### config.mk
export PLATFORM = sky130hd
export DESIGN_NAME = seven_segment_capture
export DESIGN_NICKNAME = d
export VERILOG_FILES = /design/src/rtl/seven_segment_pkg.sv /design/src/rtl/seven_segment_decoder.sv /design/src/rtl/seven_segment_capture.sv
export SDC_FILE = /design/constraint.sdc
export NUM_CORES = 1
export LEC_CHECK = 0
export BUFFER_PORTS_ARGS = -buffer_cell sky130_fd_sc_hd__buf_2
export CAP_MARGIN = 10
export CORE_ASPECT_RATIO = 1.4
export CORE_MARGIN = 3
export CORE_UTILIZATION = 43
export DETAILED_ROUTE_END_ITERATION = 16
export PLACE_DENSITY = 0.64
export SLEW_MARGIN = 20
export SYNTH_ARGS = -nofsm -noshare
export SYNTH_HDL_FRONTEND = slang
export SYNTH_SLANG_ARGS = --single-unit
### constraint.sdc
create_clock -name clock_i -period 3.3 [get_ports clock_i]
set_clock_uncertainty 0.15 [all_clocks]
set_input_delay 0.495 -clock clock_i [delete_from_list [all_inputs] [get_ports clock_i]]
set_output_delay 0.495 -clock clock_i [all_outputs]
set_load 0.005 [all_outputs]
### src/rtl/seven_segment_pkg.sv
// Shared seven-segment definitions: active-high segment patterns (bit0=a .. bit6=g),
// segment bit positions and the capture FSM state encoding.
package seven_segment_pkg;

    localparam int SEG_A  = 0;
    localparam int SEG_B  = 1;
    localparam int SEG_C  = 2;
    localparam int SEG_D  = 3;
    localparam int SEG_E  = 4;
    localparam int SEG_F  = 5;
    localparam int SEG_G  = 6;
    localparam int SEG_DP = 7;

    localparam logic [6:0] SEG_BLANK = 7'h00;

    localparam logic [6:0] HEX_0 = 7'h3F;
    localparam logic [6:0] HEX_1 = 7'h06;
    localparam logic [6:0] HEX_2 = 7'h5B;
    localparam logic [6:0] HEX_3 = 7'h4F;
    localparam logic [6:0] HEX_4 = 7'h66;
    localparam logic [6:0] HEX_5 = 7'h6D;
    localparam logic [6:0] HEX_6 = 7'h7D;
    localparam logic [6:0] HEX_7 = 7'h07;
    localparam logic [6:0] HEX_8 = 7'h7F;
    localparam logic [6:0] HEX_9 = 7'h6F;
    localparam logic [6:0] HEX_A = 7'h77;
    localparam logic [6:0] HEX_B = 7'h7C;
    localparam logic [6:0] HEX_C = 7'h39;
    localparam logic [6:0] HEX_D = 7'h5E;
    localparam logic [6:0] HEX_E = 7'h79;
    localparam logic [6:0] HEX_F = 7'h71;

    localparam logic [1:0] ST_IDLE     = 2'd0;
    localparam logic [1:0] ST_SETTLING = 2'd1;
    localparam logic [1:0] ST_HELD     = 2'd2;

    typedef enum logic [1:0] {
        IDLE     = ST_IDLE,
        SETTLING = ST_SETTLING,
        HELD     = ST_HELD
    } capture_state_e;

    function automatic logic [6:0] hex_pattern(input logic [3:0] nibble);
        logic [6:0] pat;
        case (nibble)
            4'h0: pat = HEX_0;
            4'h1: pat = HEX_1;
            4'h2: pat = HEX_2;
            4'h3: pat = HEX_3;
            4'h4: pat = HEX_4;
            4'h5: pat = HEX_5;
            4'h6: pat = HEX_6;
            4'h7: pat = HEX_7;
            4'h8: pat = HEX_8;
            4'h9: pat = HEX_9;
            4'hA: pat = HEX_A;
            4'hB: pat = HEX_B;
            4'hC: pat = HEX_C;
            4'hD: pat = HEX_D;
            4'hE: pat = HEX_E;
            default: pat = HEX_F;
        endcase
        return pat;
    endfunction

endpackage

### src/rtl/seven_segment_decoder.sv
// Combinational inverse of the driver encoder: active-high pattern -> nibble,
// with flags for a legal hex glyph and for an all-off (blank) digit.
module seven_segment_decoder
    import seven_segment_pkg::*;
(
    input  logic [6:0] pattern_i,
    output logic [3:0] nibble_o,
    output logic       legal_o,
    output logic       blank_o
);

    always_comb begin
        nibble_o = 4'h0;
        legal_o  = 1'b0;
        blank_o  = (pattern_i == SEG_BLANK);
        for (int n = 0; n < 16; n++) begin
            if (pattern_i == hex_pattern(4'(n))) begin
                nibble_o = 4'(n);
                legal_o  = 1'b1;
            end
        end
    end

endmodule

### src/rtl/seven_segment_capture.sv
// Receive side of a multiplexed seven-segment bus: synchronizes and debounces the
// shared lines, decodes each enabled digit and publishes a coherent frame.
module seven_segment_capture
    import seven_segment_pkg::*;
#(
    parameter int DIGITS        = 8,
    parameter int SETTLE_CYCLES = 16,
    parameter int TIMEOUT_BITS  = 20
) (
    input  logic                  clock_i,
    input  logic                  resetN_i,
    input  logic [7:0]            segmentEnableN_i,
    input  logic [DIGITS-1:0]     digitEnableN_i,
    output logic [DIGITS*4-1:0]   data_o,
    output logic [DIGITS-1:0]     pointEnable_o,
    output logic [DIGITS-1:0]     digitValid_o,
    output logic                  frameValid_o,
    output logic                  frameStrobe_o,
    output logic                  errorFlag_o
);

    localparam int SW    = 8 + DIGITS;
    localparam int CNT_W = (SETTLE_CYCLES > 2) ? $clog2(SETTLE_CYCLES) : 1;
    localparam logic [CNT_W-1:0] STAB_MAX = CNT_W'(SETTLE_CYCLES - 1);

    logic [SW-1:0]           sync1_q, sync2_q, prev_q;
    logic [CNT_W-1:0]        stab_q, stab_d;
    capture_state_e          state_q, state_d;
    logic [TIMEOUT_BITS-1:0] wd_q, wd_d;
    logic [DIGITS*4-1:0]     shadow_data_q, shadow_data_d;
    logic [DIGITS-1:0]       shadow_point_q, shadow_point_d;
    logic [DIGITS-1:0]       shadow_valid_q, shadow_valid_d;
    logic [DIGITS-1:0]       seen_q, seen_d;
    logic                    commit_q, commit_d;
    logic [DIGITS*4-1:0]     data_q, data_d;
    logic [DIGITS-1:0]       point_q, point_d;
    logic [DIGITS-1:0]       valid_q, valid_d;
    logic                    frame_valid_q, frame_valid_d;
    logic                    strobe_q, strobe_d;
    logic                    error_q, error_d;

    logic [7:0]        seg_s;
    logic [DIGITS-1:0] en_low;
    logic              changed, any_low, one_hot, act;
    logic [3:0]        dec_nibble;
    logic              dec_legal, dec_blank;

    assign seg_s   = sync2_q[7:0];
    assign en_low  = ~sync2_q[8 +: DIGITS];
    assign changed = (sync2_q != prev_q);
    assign any_low = |en_low;
    assign one_hot = any_low && ((en_low & (en_low - 1'b1)) == '0);
    assign act     = !changed && (state_q == SETTLING) && (stab_q == STAB_MAX);

    seven_segment_decoder u_decoder (
        .pattern_i (~seg_s[6:0]),
        .nibble_o  (dec_nibble),
        .legal_o   (dec_legal),
        .blank_o   (dec_blank)
    );

    always_comb begin
        stab_d         = stab_q;
        state_d        = state_q;
        wd_d           = wd_q + 1'b1;
        shadow_data_d  = shadow_data_q;
        shadow_point_d = shadow_point_q;
        shadow_valid_d = shadow_valid_q;
        seen_d         = seen_q;
        commit_d       = 1'b0;
        error_d        = 1'b0;
        data_d         = data_q;
        point_d        = point_q;
        valid_d        = valid_q;
        frame_valid_d  = frame_valid_q;
        strobe_d       = 1'b0;

        if (changed) begin
            stab_d  = '0;
            state_d = any_low ? SETTLING : IDLE;
        end else if (stab_q != STAB_MAX) begin
            stab_d = stab_q + 1'b1;
        end

        // One action per stable value; HELD blocks repeats until the lines move.
        if (act) begin
            state_d = HELD;
            wd_d    = '0;
            if (one_hot) begin
                for (int i = 0; i < DIGITS; i++) begin
                    if (en_low[i]) begin
                        shadow_data_d[4*i +: 4] = dec_legal ? dec_nibble : 4'h0;
                        shadow_valid_d[i]       = dec_legal;
                        shadow_point_d[i]       = ~seg_s[SEG_DP];
                        seen_d[i]               = 1'b1;
                    end
                end
                error_d  = !dec_legal && !dec_blank;
                commit_d = &seen_d;
            end else begin
                error_d = 1'b1;
            end
        end

        // A commit outranks a coincident watchdog expiry and restarts it.
        if (commit_q) begin
            data_d        = shadow_data_q;
            point_d       = shadow_point_q;
            valid_d       = shadow_valid_q;
            frame_valid_d = 1'b1;
            strobe_d      = 1'b1;
            seen_d        = '0;
            wd_d          = '0;
        end else if ((&wd_q) && !act) begin
            frame_valid_d = 1'b0;
            seen_d        = '0;
        end
    end

    always_ff @(posedge clock_i) begin
        if (!resetN_i) begin
            sync1_q        <= '0;
            sync2_q        <= '0;
            prev_q         <= '0;
            stab_q         <= '0;
            state_q        <= IDLE;
            wd_q           <= '0;
            shadow_data_q  <= '0;
            shadow_point_q <= '0;
            shadow_valid_q <= '0;
            seen_q         <= '0;
            commit_q       <= 1'b0;
            data_q         <= '0;
            point_q        <= '0;
            valid_q        <= '0;
            frame_valid_q  <= 1'b0;
            strobe_q       <= 1'b0;
            error_q        <= 1'b0;
        end else begin
            sync1_q        <= {digitEnableN_i, segmentEnableN_i};
            sync2_q        <= sync1_q;
            prev_q         <= sync2_q;
            stab_q         <= stab_d;
            state_q        <= state_d;
            wd_q           <= wd_d;
            shadow_data_q  <= shadow_data_d;
            shadow_point_q <= shadow_point_d;
            shadow_valid_q <= shadow_valid_d;
            seen_q         <= seen_d;
            commit_q       <= commit_d;
            data_q         <= data_d;
            point_q        <= point_d;
            valid_q        <= valid_d;
            frame_valid_q  <= frame_valid_d;
            strobe_q       <= strobe_d;
            error_q        <= error_d;
        end
    end

    assign data_o        = data_q;
    assign pointEnable_o = point_q;
    assign digitValid_o  = valid_q;
    assign frameValid_o  = frame_valid_q;
    assign frameStrobe_o = strobe_q;
    assign errorFlag_o   = error_q;

endmodule

==> key figures <==
Logic synthesis
  – Top post-synthesis cells by count: dfxtp_1 (182), mux2i_1 (98), nor2_1 (86)
  – Unique cell type count in the Yosys netlist: 54
  – Area share of the largest cell type after synthesis: around half
  – Syn avg cell area: around 10 um2
  – Sequential area share after synthesis: between 50% and 60%
  – Synth Register Bits: around 180
  – Top FF cell, synth: dfxtp_1
  – Syn_nets: about 740
  – Most frequent cell after synthesis: dfxtp_1
  – Area contributors post-synth: dfxtp_1 (50%), mux2i_1 (14%), nor2_1 (4.5%)
  – Area leader, netlist: dfxtp_1
  – Mapped Area: between 0.007 and 0.008 mm2
  – Syn Inst Count: 716
  – Post-synthesis async set-or-reset flop share: 0%
  – EDFF count, synth: 0
  – Yosys warns: 0

Clock tree
  – Clock tree sinks: 182
  – CTS root buf: clkbuf_16
  – CTS-repair resized insts: 0
  – Worst skew pair latency: approximately 0.42 ns
  – Clock slew at reported path FFs: approximately 0.060 ns
  – Total CTS buffers: 17
  – Setup Buffers After CTS: 0
  – Hold-fix buffers, CTS: 0
  – Maximum clock insertion buffer count: 2
  – CTS tree: done
  – H-tree depth: 4

Worst setup path
  – CP arrival: roughly 2.8 ns
  – Setup Crit Path Kind: register to register
  – Register-to-Register Path Depth: 5
  – CP Capture Type: register
  – CP required: 3.43 ns
  – Max FO, Critical Path: 20
  – Startpoint Class: register

Route
  – DRT Wirelength: approximately 14 mm
  – Drt wl/cell: between 10 and 15 um
  – Vias/cell: slightly above 5
  – DR iter-0 viols: 406
  – Residual DRC: 0
  – First-pass DRT Iterations: 4
  – Total vias in the final route: roughly 5000
  – Antenna-violating nets left: 0

Place
  – Post-Place Cells: between 900 and 1000
  – GP Congestion: 0.775
  – Post-DP Area: roughly 0.0077 mm2
  – Pre-CTS WS: between 0.6 and 0.7 ns
  – Hpwl dp: ~9.9 mm
  – # port buffers: 68

Die
  – Die H: between 150 and 200 um
  – Initial core utilization: between 40% and 50%
  – Die Area: 0.0185 mm2
  – Core Box Area: between 0.015 and 0.02 mm2
  – Core Rows: 55
  – Die width: between 100 and 150 um
  – Num ports: between 60 and 70

Timing
  – Slew Viols, Final: 0
  – Fmax: 0.374 GHz
  – Setup-failing EPs final: 0
  – Final worst slack: about 0.63 ns
  – Final Cycle Share: just over 80%
  – Setup TNS: 0 ns
  – Crit path time final: ~2.7 ns
  – Worst-Margin Slew: slightly below 0.9 ns
  – RSZ-0062 raised after global routing: false
  – Slew margin rel.: between 40% and 50%
  – Fin. Hold Viols: 0

Global route
  – Initial antenna violation count: 0
  – Largest net degree at the start of global routing: between 50 and 60
  – Gr usage total: 16.3%
  – Gr ovfl total: 0
  – First-pass GRT wire length: around 24 mm
  – Number of global-route vias before repair: around 5000

Worst hold path
  – Hold depth: 2
  – Worst hold path class: input pin to register

Power and ir drop
  – Lkg Pwr: between 3 and 4 nW
  – Power Dens Cells: roughly 530 mW/mm2
  – Max rail drop VDD: ~0.00024 V

Final layout
  – Fillers: ~1500
  – Post-Layout Inst Area: between 0.008 and 0.009 mm2
  – Non-Filler Instances: 970
  – Share of cells above drive strength 1: 16.7%
  – Nets: slightly below 800
  – N_diodes: 0
  – Synth-to-layout area growth: 13.6%

Run status
  – Status: completed

Flow run
  – Max Cap Viol: 0
-- report_power, final --
part | total, mW | internal, mW | switching (mW)
sequential | 2.26 | 2.22 | 0.0371
clock | 1.97 | 1.12 | 0.850
combinational | 0.152 | 0.0596 | 0.0921
-- state kept, by name, indices dropped and copies added (netlist names), 2 cells and up --
| register | count |
|---|---|
| data_o | 32 |
| shadow_data_q | 32 |
| wd_q | 20 |
| prev_q | 16 |
| sync1_q | 16 |
| sync2_q | 16 |
| digitValid_o | 8 |
| pointEnable_o | 8 |
| seen_q | 8 |
| shadow_point_q | 8 |
| shadow_valid_q | 8 |
| stab_q | 4 |
| state_q | 2 |
-- final timing paths --
kind | start | end | slack, ns
setup / recovery | sync2_q[2] | wd_q[18] | 0.63
hold / removal | digitEnableN_i[0] | sync1_q[8] | 0.13
setup reg to reg | sync2_q[2] | wd_q[18] | 0.63
hold reg to reg | sync1_q[5] | sync2_q[5] | 0.28
-- layout by cell type, fill, tap and decap left out, types with 3 or more instances in the layout --
| master | netlist | final |
|---|---|---|
| o21ai_0 | 3 | 3 |
| nor4_1 | 4 | 4 |
| a211oi_1 | 9 | 9 |
| xnor2_1 | 8 | 8 |
| clkinv_2 | 0 | 4 |
| inv_1 | 13 | 13 |
| nor4_4 | 10 | 10 |
| and3_1 | 3 | 3 |
| nand4b_1 | 5 | 5 |
| buf_4 | 1 | 8 |
| o21ai_1 | 4 | 4 |
| clkinv_4 | 0 | 3 |
| a22oi_1 | 5 | 5 |
| mux2i_1 | 98 | 98 |
| nor3_1 | 10 | 10 |
| nand4_1 | 11 | 11 |
| nor2_1 | 86 | 86 |
| buf_2 | 6 | 68 |
| nor4bb_1 | 3 | 3 |
| and2_1 | 49 | 49 |
| or4_1 | 7 | 7 |
| nand3_1 | 15 | 15 |
| and4_1 | 4 | 4 |
| dfxtp_1 | 182 | 181 |
| nand2_1 | 64 | 64 |
| a21oi_1 | 5 | 5 |
| and4b_1 | 3 | 3 |
| clkbuf_16 | 0 | 17 |
| xor2_1 | 27 | 27 |
-- routing by layer --
layer,part of all wire (%),track usage [%]
met1,44,20.7
met2,49,27.1
met3,3.6,2.66
met4,2.9,6.97
met5,0,0
-- kinds of logic after synthesis --
family                     Yosys count  share of synthesized area (%)
muxes                               98                           13.5
adders and majority gates            2                          0.345
xor gates and xnor gates            36                           4.46
AOI/OAI and AO/OA                   43                           4.56
buffers and inverters               67                           4.25
and+or+nand+nor                    288                           22.5
DFF                                182                           50.3
-- area by class of cell --
cell class | count | area [um2] | area share [%]
sequential | 182 | 3640 | 44.3
tap | 199 | 249 | 3.02
timing repair buffer | 76 | 400 | 4.86
clock inverter | 14 | 150 | 1.82
inverter | 14 | 52.6 | 0.638
clock buffer | 18 | 429 | 5.21
multi-input combinational | 467 | 3310 | 40.2
-- through the flow --
step           hold slack, ns  utilization [%]  power (mW)
2_1_floorplan           0.262                -        2.43
3_3_place_gp            0.268             46.9        2.46
3_5_place_dp            0.268             46.9        2.46
4_1_cts                 0.112             50.5        4.44
5_1_grt                 0.115             50.5        4.56
6_report                0.129             50.5        4.38
-- critical path, cell delays in order, from the launching register on --
cell and delay, ns:
dfxtp_1 0.71, xor2_1 0.21, nor4_4 0.31, and4_1 0.44, a21o_1 0.58, nor2_1 0.12
Note: power is estimated with default switching activity, not from simulation.
